<file path="src/rtl/adder_result_stage_pkg.sv">
// Shared constants and types for the adder result stage: operand width, FIFO depth,
// flag bit positions and the occupancy-derived control state.
package adder_result_stage_pkg;

    localparam int INPUTSIZE         = 8;
    localparam int GROUPSIZE         = 4;
    localparam int RESULT_FIFO_DEPTH = 4;

    localparam int FLAG_CARRY = 0;
    localparam int FLAG_NEG   = 1;
    localparam int FLAG_ZERO  = 2;

    typedef enum logic [1:0] {
        FIFO_EMPTY,
        FIFO_PARTIAL,
        FIFO_FULL
    } fifo_state_e;

endpackage

</file>
<file path="src/rtl/adder_result_stage_flag_gen.sv">
// Combinational flag generator for a WIDTH+1-bit adder sum; usable on unbuffered sums too.
module adder_flag_gen
    import adder_result_stage_pkg::*;
#(
    parameter int WIDTH = INPUTSIZE
) (
    input  logic [WIDTH:0] sum_i,
    output logic [2:0]     flags_o
);

    always_comb begin
        flags_o             = '0;
        flags_o[FLAG_CARRY] = sum_i[WIDTH];
        flags_o[FLAG_NEG]   = sum_i[WIDTH-1];
        flags_o[FLAG_ZERO]  = (sum_i[WIDTH-1:0] == '0);
    end

endmodule

</file>
<file path="src/rtl/adder_result_stage.sv">
// Result FIFO behind the adder: stores {flags, sum} per push and presents the head entry
// through a registered output so the adder path never sees a downstream stall.
module adder_result_stage
    import adder_result_stage_pkg::*;
#(
    parameter int WIDTH = INPUTSIZE,
    parameter int DEPTH = RESULT_FIFO_DEPTH
) (
    input  logic                       clk,
    input  logic                       rst,
    input  logic                       flush,
    input  logic                       in_valid,
    output logic                       in_ready,
    input  logic [WIDTH:0]             in_sum,
    output logic                       out_valid,
    input  logic                       out_ready,
    output logic [WIDTH:0]             out_sum,
    output logic [2:0]                 out_flags,
    output logic [$clog2(DEPTH):0]     level
);

    localparam int PW = $clog2(DEPTH);
    localparam int LW = PW + 1;
    localparam int EW = WIDTH + 4;
    localparam logic [LW-1:0] LEVEL_FULL = LW'(DEPTH);

    logic [EW-1:0]  mem [DEPTH];
    logic [PW-1:0]  wr_ptr_q, wr_ptr_d;
    logic [PW-1:0]  rd_ptr_q, rd_ptr_d;
    logic [LW-1:0]  level_q, level_d;
    logic [EW-1:0]  head_q, head_d;
    logic [2:0]     in_flags;
    logic [EW-1:0]  in_entry;
    logic           push, pop;
    fifo_state_e    state;

    adder_flag_gen #(.WIDTH(WIDTH)) u_flag_gen (
        .sum_i   (in_sum),
        .flags_o (in_flags)
    );

    assign in_entry = {in_flags, in_sum};

    always_comb begin
        if (level_q == '0)
            state = FIFO_EMPTY;
        else if (level_q == LEVEL_FULL)
            state = FIFO_FULL;
        else
            state = FIFO_PARTIAL;
    end

    assign in_ready  = (state != FIFO_FULL);
    assign out_valid = (state != FIFO_EMPTY);
    assign push      = in_valid && in_ready;
    assign pop       = out_valid && out_ready;

    always_comb begin
        wr_ptr_d = wr_ptr_q;
        rd_ptr_d = rd_ptr_q;
        level_d  = level_q;
        head_d   = head_q;
        if (flush) begin
            wr_ptr_d = '0;
            rd_ptr_d = '0;
            level_d  = '0;
        end else begin
            if (push)
                wr_ptr_d = wr_ptr_q + PW'(1);
            if (pop)
                rd_ptr_d = rd_ptr_q + PW'(1);
            case ({push, pop})
                2'b10:   level_d = level_q + LW'(1);
                2'b01:   level_d = level_q - LW'(1);
                default: level_d = level_q;
            endcase
            // The next head may be the slot being written this cycle (empty, or last
            // entry popped), which the array cannot return yet: forward it.
            if (level_d != '0) begin
                if (push && (wr_ptr_q == rd_ptr_d))
                    head_d = in_entry;
                else
                    head_d = mem[rd_ptr_d];
            end
        end
    end

    always_ff @(posedge clk) begin
        if (push && !flush)
            mem[wr_ptr_q] <= in_entry;
    end

    always_ff @(posedge clk or posedge rst) begin
        if (rst) begin
            wr_ptr_q <= '0;
            rd_ptr_q <= '0;
            level_q  <= '0;
            head_q   <= '0;
        end else begin
            wr_ptr_q <= wr_ptr_d;
            rd_ptr_q <= rd_ptr_d;
            level_q  <= level_d;
            head_q   <= head_d;
        end
    end

    assign out_sum   = head_q[WIDTH:0];
    assign out_flags = head_q[EW-1 -: 3];
    assign level     = level_q;

endmodule

</file>
<file path="config.mk">
export PLATFORM = sky130hd
export DESIGN_NAME = adder_result_stage
export DESIGN_NICKNAME = d
export VERILOG_FILES = /design/src/rtl/adder_result_stage_pkg.sv /design/src/rtl/adder_result_stage_flag_gen.sv /design/src/rtl/adder_result_stage.sv
export SDC_FILE = /design/constraint.sdc
export NUM_CORES = 1
export LEC_CHECK = 0
export ABC_CLOCK_PERIOD_IN_PS = 8300
export BUFFER_PORTS_ARGS = -buffer_cell sky130_fd_sc_hd__buf_2
export CAP_MARGIN = 10
export CELL_PAD_IN_SITES_DETAIL_PLACEMENT = 1
export CELL_PAD_IN_SITES_GLOBAL_PLACEMENT = 2
export CORE_AREA = 2 2 86 88
export CTS_BUF_LIST = sky130_fd_sc_hd__clkbuf_2
export DETAILED_ROUTE_END_ITERATION = 6
export DIE_AREA = 0 0 88 90
export MAX_ROUTING_LAYER = met4
export PLACE_DENSITY = 0.83
export SYNTH_ARGS = -nofsm -noshare
export SYNTH_HDL_FRONTEND = slang
export SYNTH_SLANG_ARGS = --single-unit
</file>
<file path="constraint.sdc">
create_clock -name clk -period 8.3 [get_ports clk]
set_input_delay 0.83 -clock clk [delete_from_list [all_inputs] [get_ports clk]]
set_output_delay 0.83 -clock clk [all_outputs]
set_load 0.005 [all_outputs]
</file>
==> out/qor.csv, run 1 <==
metric;value;unit
status;finished clean;
number of synthesized flops with an enable pin;40;
Primary FF master, synth;edfxtp_1;
final slew viol count;0;
Reg area;1627;µm²
vias in the first global route;2082;
Worst EP required;8680;ps
Mapped Area;2908;µm²
r2r endpoint;head_q[5]$_DFFE_PP0P_;
reg2reg path depth;11;
Final min period;3654;ps
initial antenna violation count;0;
setup TNS;0;ps
Setup Buffers After CTS;0;
CTS hold repair buffers;0;
# fillers;785;
Critical Path Max Stage Delay;490;ps
share of the yosys chip area belonging to registers;0.5594;
PwrDens;313.4;nW/µm²
clock root cell;clkbuf_2;
Total GRT Usage;0.1892;
post-route cell area;3242;µm²
First DRT Iteration DRCs;95;
Max Clock Skew;18.47;ps
#FFs+latches synth;57;
Setup WS post-layout;4646;ps
CP cell instances;o31ai_4 -> buf_4 -> inv_2 -> ha_1 -> fa_1 -> xnor2_1 -> or3_1 -> a21oi_1 -> nor2_1 -> buf_6 -> o31ai_1;
most frequent cells in the layout;nand2_1 (53), edfxtp_1 (40), buf_2 (30);
Arr. time, crit path;4030;ps
final RePlAce weighted congestion;0.7187;
fraction of registers with async set/reset;0.2982;
CP max stage cell;dfrtp_1;
Skew-Pair Late Insertion Delay;470;ps
layout cells sized above 1;0.1735;
DRC viols;0;
I/O Buffers;30;
CP Launch Type;register;
CTS Buffer Depth;2;
TritonRoute pass-1 iters;4;
commonest non-fill, non-tap cell in the layout;nand2_1;
die span in y;90;µm
Leak;1.245;nW
Post-Synthesis Mean Instance Area;10.93;µm²
share of the synthesized area in the top cell type;0.4131;
Max-Cap Viols;0;
Netlist cell types;39;
kind of critical path;register to register;
Worst-Margin Slew;1041;ps
Synth area leaders;edfxtp_1 (41%), dfrtp_1 (15%), nand2_1 (6.8%);
wire per inst;16.89;µm
dpl cell area;3100;µm²
largest fanout on the critical path;41;
Core Area;7020;µm²
final-report hold violation count;0;
fin crit share;0.4402;
Synth-to-Final Area Change;11.49;%
GRT overflow;0;
synth warn;0;
Site Rows;31;
HPWL after DPL;4.228;mm
Peak VDD IR;141.1;µV
Multi-input gate area;1170;µm²
Cells after Synth;266;
post-route antenna net violation count;0;
FF-to-FF setup slack;4650;ps
Crit. End Element;register;
Post-Syn Nets;286;
CTS tree;yes;
max_slew headroom;0.3034;
H-tree depth;3;
via count;2109;
CTS buffer count;9;
# resized after CTS;0;
CTS sink cnt;57;
Reg2Reg Launch Point;level[2]$_DFF_PP0_;
routed wire length;6.639;mm
initial core utilization;0.4142;
Finished Core Util;0.4618;
Max Fclk;273.7;MHz
largest net degree at the start of global routing;44;
Ports;31;
post-synth top area cell;edfxtp_1;
Hold Path Class;input port to asynchronous set/reset pin;
fin nets;309;
Die X;88;µm
die area;7920;µm²
RSZ-0062 raised after global routing;no;
clk slew on worst S/H paths;170;ps
hold_ws;438.9;ps
worst slack at placement;3990;ps
first-pass GRT wire length;10.96;mm
DR vias/cell;5.366;
final setup fails;0;
ANT cells;0;
-- cells by family after synthesis --
kind of cell	Yosys count	share of synthesized area
multiplexers	4	0.01807
AND/OR/NAND/NOR	106	0.1700
buffers and inverters	25	0.03830
XOR/XNOR	6	0.01808
adder cells (fa/ha/maj)	6	0.02840
flip-flops	57	0.5594
AO/OA/AOI/OAI	62	0.1678
-- how the worst max path moves through the flow --
stage,endpoint,slack (ps),from
after floorplan,head_q[4]$_DFFE_PP0P_,5010,out_ready
after global placement,head_q[5]$_DFFE_PP0P_,4120,out_ready
after detailed placement,head_q[3]$_DFFE_PP0P_,3990,out_ready
after CTS,head_q[5]$_DFFE_PP0P_,4270,level[1]$_DFF_PP0_
after global routing,head_q[1]$_DFFE_PP0P_,4320,level[1]$_DFF_PP0_
final,head_q[5]$_DFFE_PP0P_,4650,level[2]$_DFF_PP0_
-- critical path: cells and delay by family, from the launching register on --
| family | cells | cell delay [ps] |
|---|---|---|
| fa+ha+maj | 2 | 760 |
| simple gates | 2 | 450 |
| flops | 1 | 490 |
| xor+xnor | 1 | 150 |
| compound gates | 3 | 740 |
| buf+inv | 3 | 960 |
-- sequential cells by signal (all words and copies together), names as in the netlist --
| signal | count |
|---|---|
| level | 3 |
| wr_ptr_q | 2 |
| head_q | 10 |
| rd_ptr_q | 2 |
| mem | 40 |
-- through the flow --
stage	total power [mW]	std cells
after floorplan	0.7104	266
after global placement	0.8075	376
after detailed placement	0.8205	376
after CTS	1.021	392
after global routing	1.101	393
final	1.016	393
-- where the power goes --
part           switching (mW)  total (mW)  internal, mW
logic                   0.246       0.426         0.180
registers              0.0385       0.389         0.351
clock network           0.104       0.201        0.0970
total                   0.388        1.02         0.628
-- layout make-up --
type / count / share of cell area
Multi-Input combinational cell: 184 / 0.3609
Clock buffer: 9 / 0.01389
Timing Repair Buffer: 33 / 0.05442
Tap cell: 99 / 0.03821
Clock inverter: 7 / 0.02624
Inverter: 4 / 0.004631
Sequential cell: 57 / 0.5017
-- cells in the mapped netlist (3+ instances only) --
cell      count
xor2_1        3
a221oi_1      8
dfrtp_1      17
edfxtp_1     40
a21oi_1       3
clkbuf_1     13
a31oi_1       8
a211oi_1     18
a311oi_1      8
ha_1          5
nor2_1       18
nand3_1       3
inv_1         3
o31ai_1       9
xnor2_1       3
and2_1       21
buf_4         4
nand2_1      53
mux2i_1       3
-- per-layer routing --
| metal | track usage | vias to the layer above | wire, µm |
|---|---|---|---|
| li1 | - | 1030 | - |
| met1 | 0.2512 | 1021 | 3107 |
| met2 | 0.2860 | 45 | 3258 |
| met3 | 0.03581 | 13 | 170 |
| met4 | 0.07436 | 0 | 103 |
| met5 | - | - | 0 |
Note: power is estimated with default switching activity, not from simulation.
==> run 2: changes to the inputs <==
Settings changed: ABC_AREA set to 1, ABC_CLOCK_PERIOD_IN_PS 8300 to 3050, CORE_AREA 2 2 86 88 to 2 2 92 94, DIE_AREA 0 0 88 90 to 0 0 94 96, PLACE_DENSITY 0.83 to 0.74.
Clock period 8.3 ns to 3.05 ns, I/O delays scaled along.
==> out/qor.csv, run 2 <==
metric;value;unit;change
status;finished clean;;
Hold Path Class;input port to register;;
M2 GR Usage;0.2637;;-0.02229
Peak VDD IR;384.3;µV;+170%
Netlist cell types;23;;-41%
max reg flops;40;;unchanged
Arr. time, crit path;2900;ps;-1130 ps
Die X;94;µm;+6.8%
clock root cell;clkbuf_2;;
Mapped Area;2720;µm²;-6.5%
First DRT Iteration DRCs;66;;-31%
largest net degree at the start of global routing;25;;-43%
Leak;1.388;nW;+12%
DRC viols;0;;unchanged
layout cells sized above 1;0.2104;;+0.03689
Site Rows;33;;+6.5%
share of the synthesized area in the top cell type;0.4416;;+0.02850
die span in y;96;µm;+6.7%
Cells after Synth;270;;+1.5%
HPWL after DPL;4.402;mm;+4.1%
max_slew headroom;0.5691;;+0.2657
Reg area;1627;µm²;unchanged
# fillers;939;;+20%
H-tree depth;3;;unchanged
Total GRT Usage;0.1601;;-0.02909
Setup WS post-layout;519.9;ps;-4126 ps
most frequent cells in the layout;nand2_1 (73), nand3_1 (55), edfxtp_1 (40);;
Placed Cells;397;;+5.6%
largest fanout on the critical path;10;;-76%
Post-Synthesis Mean Instance Area;10.07;µm²;-7.8%
post-route cell area;3067;µm²;-5.4%
Max Fclk;395.2;MHz;+44%
Max Clock Skew;14.88;ps;-3.581 ps
Crit. End Element;register;;
post-route antenna net violation count;0;;unchanged
dpl cell area;2948;µm²;-4.9%
#FFs+latches synth;57;;unchanged
CTS Buffer Depth;2;;unchanged
Worst-Margin Slew;645.7;ps;-395.4 ps
final-report hold violation count;0;;unchanged
via count;2013;;-4.6%
Skew-Pair Late Insertion Delay;470;ps;about the same
fin crit share;0.8295;;+0.3893
RSZ-0062 raised after global routing;no;;
Synth area leaders;edfxtp_1 (44%), dfrtp_1 (16%), nand3_1 (10%);;
final RePlAce weighted congestion;0.7498;;+4.3%
final setup fails;0;;unchanged
post-synth top area cell;edfxtp_1;;
wire per inst;15.55;µm;-7.9%
I/O Buffers;30;;unchanged
fraction of registers with async set/reset;0.2982;;unchanged
Reg with most FFs;mem;;
# resized after CTS;0;;unchanged
ANT cells;0;;unchanged
fin nets;324;;+4.9%
CTS tree;yes;;
synth warn;0;;unchanged
Finished Core Util;0.3809;;-0.08089
reg2reg path depth;13;;+2
Setup Buffers After CTS;0;;unchanged
Ports;31;;unchanged
TritonRoute pass-1 iters;4;;unchanged
Final Non-Filler Cells;414;;+5.3%
hold_ws;70.08;ps;-368.8 ps
Final min period;2530;ps;-1124 ps
first-pass GRT wire length;10.26;mm;-6.4%
worst slack at placement;505.3;ps;-3485 ps
Worst EP required;3420;ps;-5260 ps
commonest non-fill, non-tap cell in the layout;nand2_1;;
routed wire length;6.439;mm;-3.0%
number of synthesized flops with an enable pin;40;;unchanged
CP Launch Type;register;;
Most Used Layer, Global Route;met2;;
Overall Power;2.747;mW;+170%
WHS Path Cells;2;;
DR vias/cell;4.862;;-9.4%
count leader, synth;nand2_1;;
Synth-to-Final Area Change;12.74;%;
setup TNS;0;ps;unchanged
Max-Cap Viols;0;;unchanged
Multi-input gate area;900.9;µm²;-23%
GRT overflow;0;;unchanged
Primary FF master, synth;edfxtp_1;;
PwrDens;895.9;nW/µm²;+190%
die area;9024;µm²;+14%
share of the yosys chip area belonging to registers;0.5980;;+0.03860
vias in the first global route;2080;;-0.096%
Core Area;8051;µm²;+15%
GRT met1 Usage;0.1931;;-0.05809
top post-synthesis cells by count;nand2_1 (73), nand3_1 (55), edfxtp_1 (40);;
initial core utilization;0.3378;;-0.07635
initial antenna violation count;0;;unchanged
CTS buffer count;9;;unchanged
Post-Syn Nets;290;;+1.4%
clk slew on worst S/H paths;170;ps;about the same
CTS hold repair buffers;1;;+1
kind of critical path;register to register;;
FF-to-FF setup slack;520;ps;-4130 ps
met3 usage;0.04307;;+0.007257
CTS sink cnt;57;;unchanged
final slew viol count;0;;unchanged
## run 2: worst paths after layout
path                                               end                   start
worst min register to register  head_q[11]$_DFFE_PP0P_  head_q[11]$_DFFE_PP0P_
worst max-delay path             head_q[4]$_DFFE_PP0P_      level[1]$_DFF_PP0_
min in group asynchronous        rd_ptr_q[0]$_DFF_PP0_                     rst
worst max register to register   head_q[4]$_DFFE_PP0P_      level[1]$_DFF_PP0_
max in group asynchronous        head_q[5]$_DFFE_PP0P_                     rst
worst min-delay path             rd_ptr_q[1]$_DFF_PP0_                   flush
## run 2: logic make-up after synthesis
kind of cell,synth area share
buffers and inverters,0.07084
AO/OA/AOI/OAI,0.007356
flip-flops,0.5980
AND/OR/NAND/NOR,0.2833
XOR/XNOR,0.006441
multiplexers,0.003680
adder cells (fa/ha/maj),0.03036
## run 2: area by class of cell
cell class	count	share of cell area
Sequential cell	57	0.5304
Multi-Input combinational cell	173	0.2938
Timing Repair Buffer	36	0.06446
Tap cell	105	0.04284
Inverter	27	0.03305
Clock inverter	6	0.01918
Clock buffer	10	0.01632
## run 2: power breakdown
group | internal [mW] | leakage [nW] | switching [mW]
Sequential | 0.958 | 0.577 | 0.0774
Combinational | 0.413 | 0.746 | 0.818
Clock | 0.187 | 0.0654 | 0.294
Total | 1.56 | 1.39 | 1.19
## run 2: critical path: stages (launching register included)
cell and delay [ps]:
dfrtp_1 480, nor2_4 160, nand2_4 80, nand2_2 90
inv_1 50, ha_1 220, fa_1 390, o21ai_0 220
xor2_1 160, nand2_1 80, nand2_1 90, clkinv_1 230
nand2_1 140, nand2_1 60
## run 2: routing by layer
| layer | up-vias | wire length [µm] |
|---|---|---|
| li1 | 977 | - |
| met1 | 1000 | 2929 |
| met2 | 30 | 3248 |
| met3 | 6 | 210 |
| met4 | 0 | 51 |
| met5 | - | 0 |
==> run 3: changes to the inputs <==
Settings changed: ABC_AREA 1 to 0, ABC_CLOCK_PERIOD_IN_PS 3050 to 2200, CORE_AREA 2 2 92 94 to 2 2 93 95, DIE_AREA 0 0 94 96 to 0 0 95 97, PLACE_DENSITY 0.74 to 0.75.
Clock period 3.05 ns to 2.2 ns, I/O delays scaled along.
==> out/qor.csv, run 3 (same netlist as run 1, synthesis figures left out) <==
metric;value;unit;change
routed wire length;7.835;mm;+22%
largest fanout on the critical path;5;;-5
Reg with most FFs;mem;;
layout cells sized above 1;0.2925;;+0.08218
CTS buffer count;9;;unchanged
beginning of the worst hold path;flush;;
kind of critical path;register to register;;
Setup WS post-layout;-386.6;ps;-906.5 ps
Reg2Reg Launch Point;level[1]$_DFF_PP0_;;
fin nets;350;;+8.0%
Synth-to-Final Area Change;26.33;%;
Final min period;2587;ps;+56.53 ps
status;finished, violations left;;
CP Launch Type;register;;
DRC viols;0;;unchanged
Placed Cells;407;;+2.5%
clock root cell;clkbuf_2;;
TritonRoute pass-1 iters;6;;+2
clk slew on worst S/H paths;160;ps;about the same
GRT overflow;0;;unchanged
initial antenna violation count;0;;unchanged
DR vias/cell;5.330;;+9.6%
fin crit share;1.176;;+0.3462
CP startpoint;level[1]$_DFF_PP0_;;
H-tree depth;3;;unchanged
via count;2345;;+16%
I/O Buffers;30;;unchanged
Overall Power;4.177;mW;+52%
# fillers;906;;-3.5%
HPWL after DPL;5.106;mm;+16%
final RePlAce weighted congestion;0.7279;;-2.9%
Peak VDD IR;379.4;µV;-1.3%
Max Fclk;386.6;MHz;-2.2%
commonest non-fill, non-tap cell in the layout;nand2_1;;
CTS Buffer Depth;2;;unchanged
Worst-Margin Slew;711.0;ps;+65.30 ps
initial core utilization;0.3575;;+0.01964
Max-Cap Viols;0;;unchanged
first-pass GRT wire length;12.05;mm;+17%
Final Non-Filler Cells;440;;+6.3%
final slew viol count;0;;unchanged
setup TNS;-3724;ps;-3724 ps
post-route antenna net violation count;0;;unchanged
Core Area;8134;µm²;+1.0%
First DRT Iteration DRCs;60;;-9.1%
Skew-Pair Late Insertion Delay;480;ps;about the same
post-route cell area;3674;µm²;+20%
die span in y;97;µm;+1.0%
most frequent cells in the layout;nand2_1 (52), edfxtp_1 (40), buf_2 (30);;
Max Clock Skew;23.11;ps;+8.221 ps
RSZ-0062 raised after global routing;yes;;
largest net degree at the start of global routing;41;;+64%
PwrDens;1137;nW/µm²;+27%
final setup fails;11;;+11
Total GRT Usage;0.1797;;+0.01961
Die X;95;µm;+1.1%
Arr. time, crit path;2980;ps;+80 ps
final-report hold violation count;0;;unchanged
Ports;31;;unchanged
vias in the first global route;2390;;+15%
Site Rows;33;;unchanged
CTS tree;yes;;
Crit. End Element;register;;
max_slew headroom;0.5255;;-0.04358
die area;9215;µm²;+2.1%
max reg flops;40;;unchanged
failing checks;setup timing;;
worst slack at placement;-293.7;ps;-799.1 ps
Hold Path Class;input port to register;;
CTS sink cnt;57;;unchanged
Leak;1.457;nW;+4.9%
Worst EP required;2590;ps;-830 ps
ANT cells;0;;unchanged
dpl cell area;3341;µm²;+13%
wire per inst;17.81;µm;+14%
[run 3: cell types whose count changed in the layout (fill, tap and decap cells not counted), moves of 9 or more]
cell           delta
buf_4            +24
nand4_1           -9
nor2_1            +9
and2_1           +21
nand3_1          -52
inv_1            -20
a211oi_1         +17
dlygate4sd3_1    +10
nand2_1          -21
[run 3: repair_timing]
action                                  CTS  global route
hold buffers                             11             0
gates resized for setup                   3            11
buffers inserted                          2             3
endpoints found under the hold margin    54             0
endpoints found under the setup margin   10            11
pin swaps                                 1             2
cloned                                    0             2
[run 3: metrics by stage]
step | util | hold slack (ps)
5_1_grt | 0.4516 | 57.88
4_1_cts | 0.4364 | 7.792
3_5_place_dp | 0.4107 | 377.9
6_report | 0.4516 | 65.47
2_1_floorplan | - | 146.0
3_3_place_gp | 0.4107 | 373.5
[run 3: metal layers]
layer / routed length (µm) / GRT usage / share of wire / up-vias
met4: 105 / 0.06020 / 0.013 / 0
met5: 0 / - / 0 / -
met3: 222 / 0.03349 / 0.028 / 12
li1: - / - / - / 1114
met2: 3915 / 0.2941 / 0.50 / 34
met1: 3592 / 0.2227 / 0.46 / 1185
[run 3: final timing paths]
| check | cells past startpoint | to | slack [ps] |
|---|---|---|---|
| max | 10 | head_q[9]$_DFFE_PP0P_ | -390 |
| max reg2reg | 10 | head_q[9]$_DFFE_PP0P_ | -390 |
| min reg2reg | 2 | head_q[4]$_DFFE_PP0P_ | 510 |
| max in group asynchronous | 3 | level[0]$_DFF_PP0_ | 1330 |
| min | 2 | wr_ptr_q[1]$_DFFE_PP0P_ | 70 |
| min in group asynchronous | 3 | head_q[4]$_DFFE_PP0P_ | 370 |
[run 3: final cells by class]
| cell class | instances | area, µm² | share of cell area |
|---|---|---|---|
| timing repair buffer | 74 | 559.3 | 0.1522 |
| clock buffer | 10 | 50.05 | 0.01362 |
| clock inverter | 6 | 26.28 | 0.007153 |
| inverter | 4 | 15.01 | 0.004087 |
| tap | 105 | 131.4 | 0.03576 |
| sequential | 57 | 1628 | 0.4431 |
| multi-input combinational | 184 | 1264 | 0.3440 |
[run 3: power breakdown]
group | leakage [nW] | switching [mW] | internal [mW]
Clock | 0.0580 | 0.383 | 0.137
Sequential | 0.575 | 0.126 | 1.33
Combinational | 0.824 | 1.17 | 1.04
Total | 1.46 | 1.68 | 2.50
[run 3: critical path: stages (launching register included)]
cell and delay [ps]:
dfrtp_1 450, o31ai_4 280, inv_2 90, ha_4 170, fa_2 350, xnor2_2 160, or3_4 340, a21oi_4 170
nor2_4 90, clkbuf_16 180, o31ai_2 240
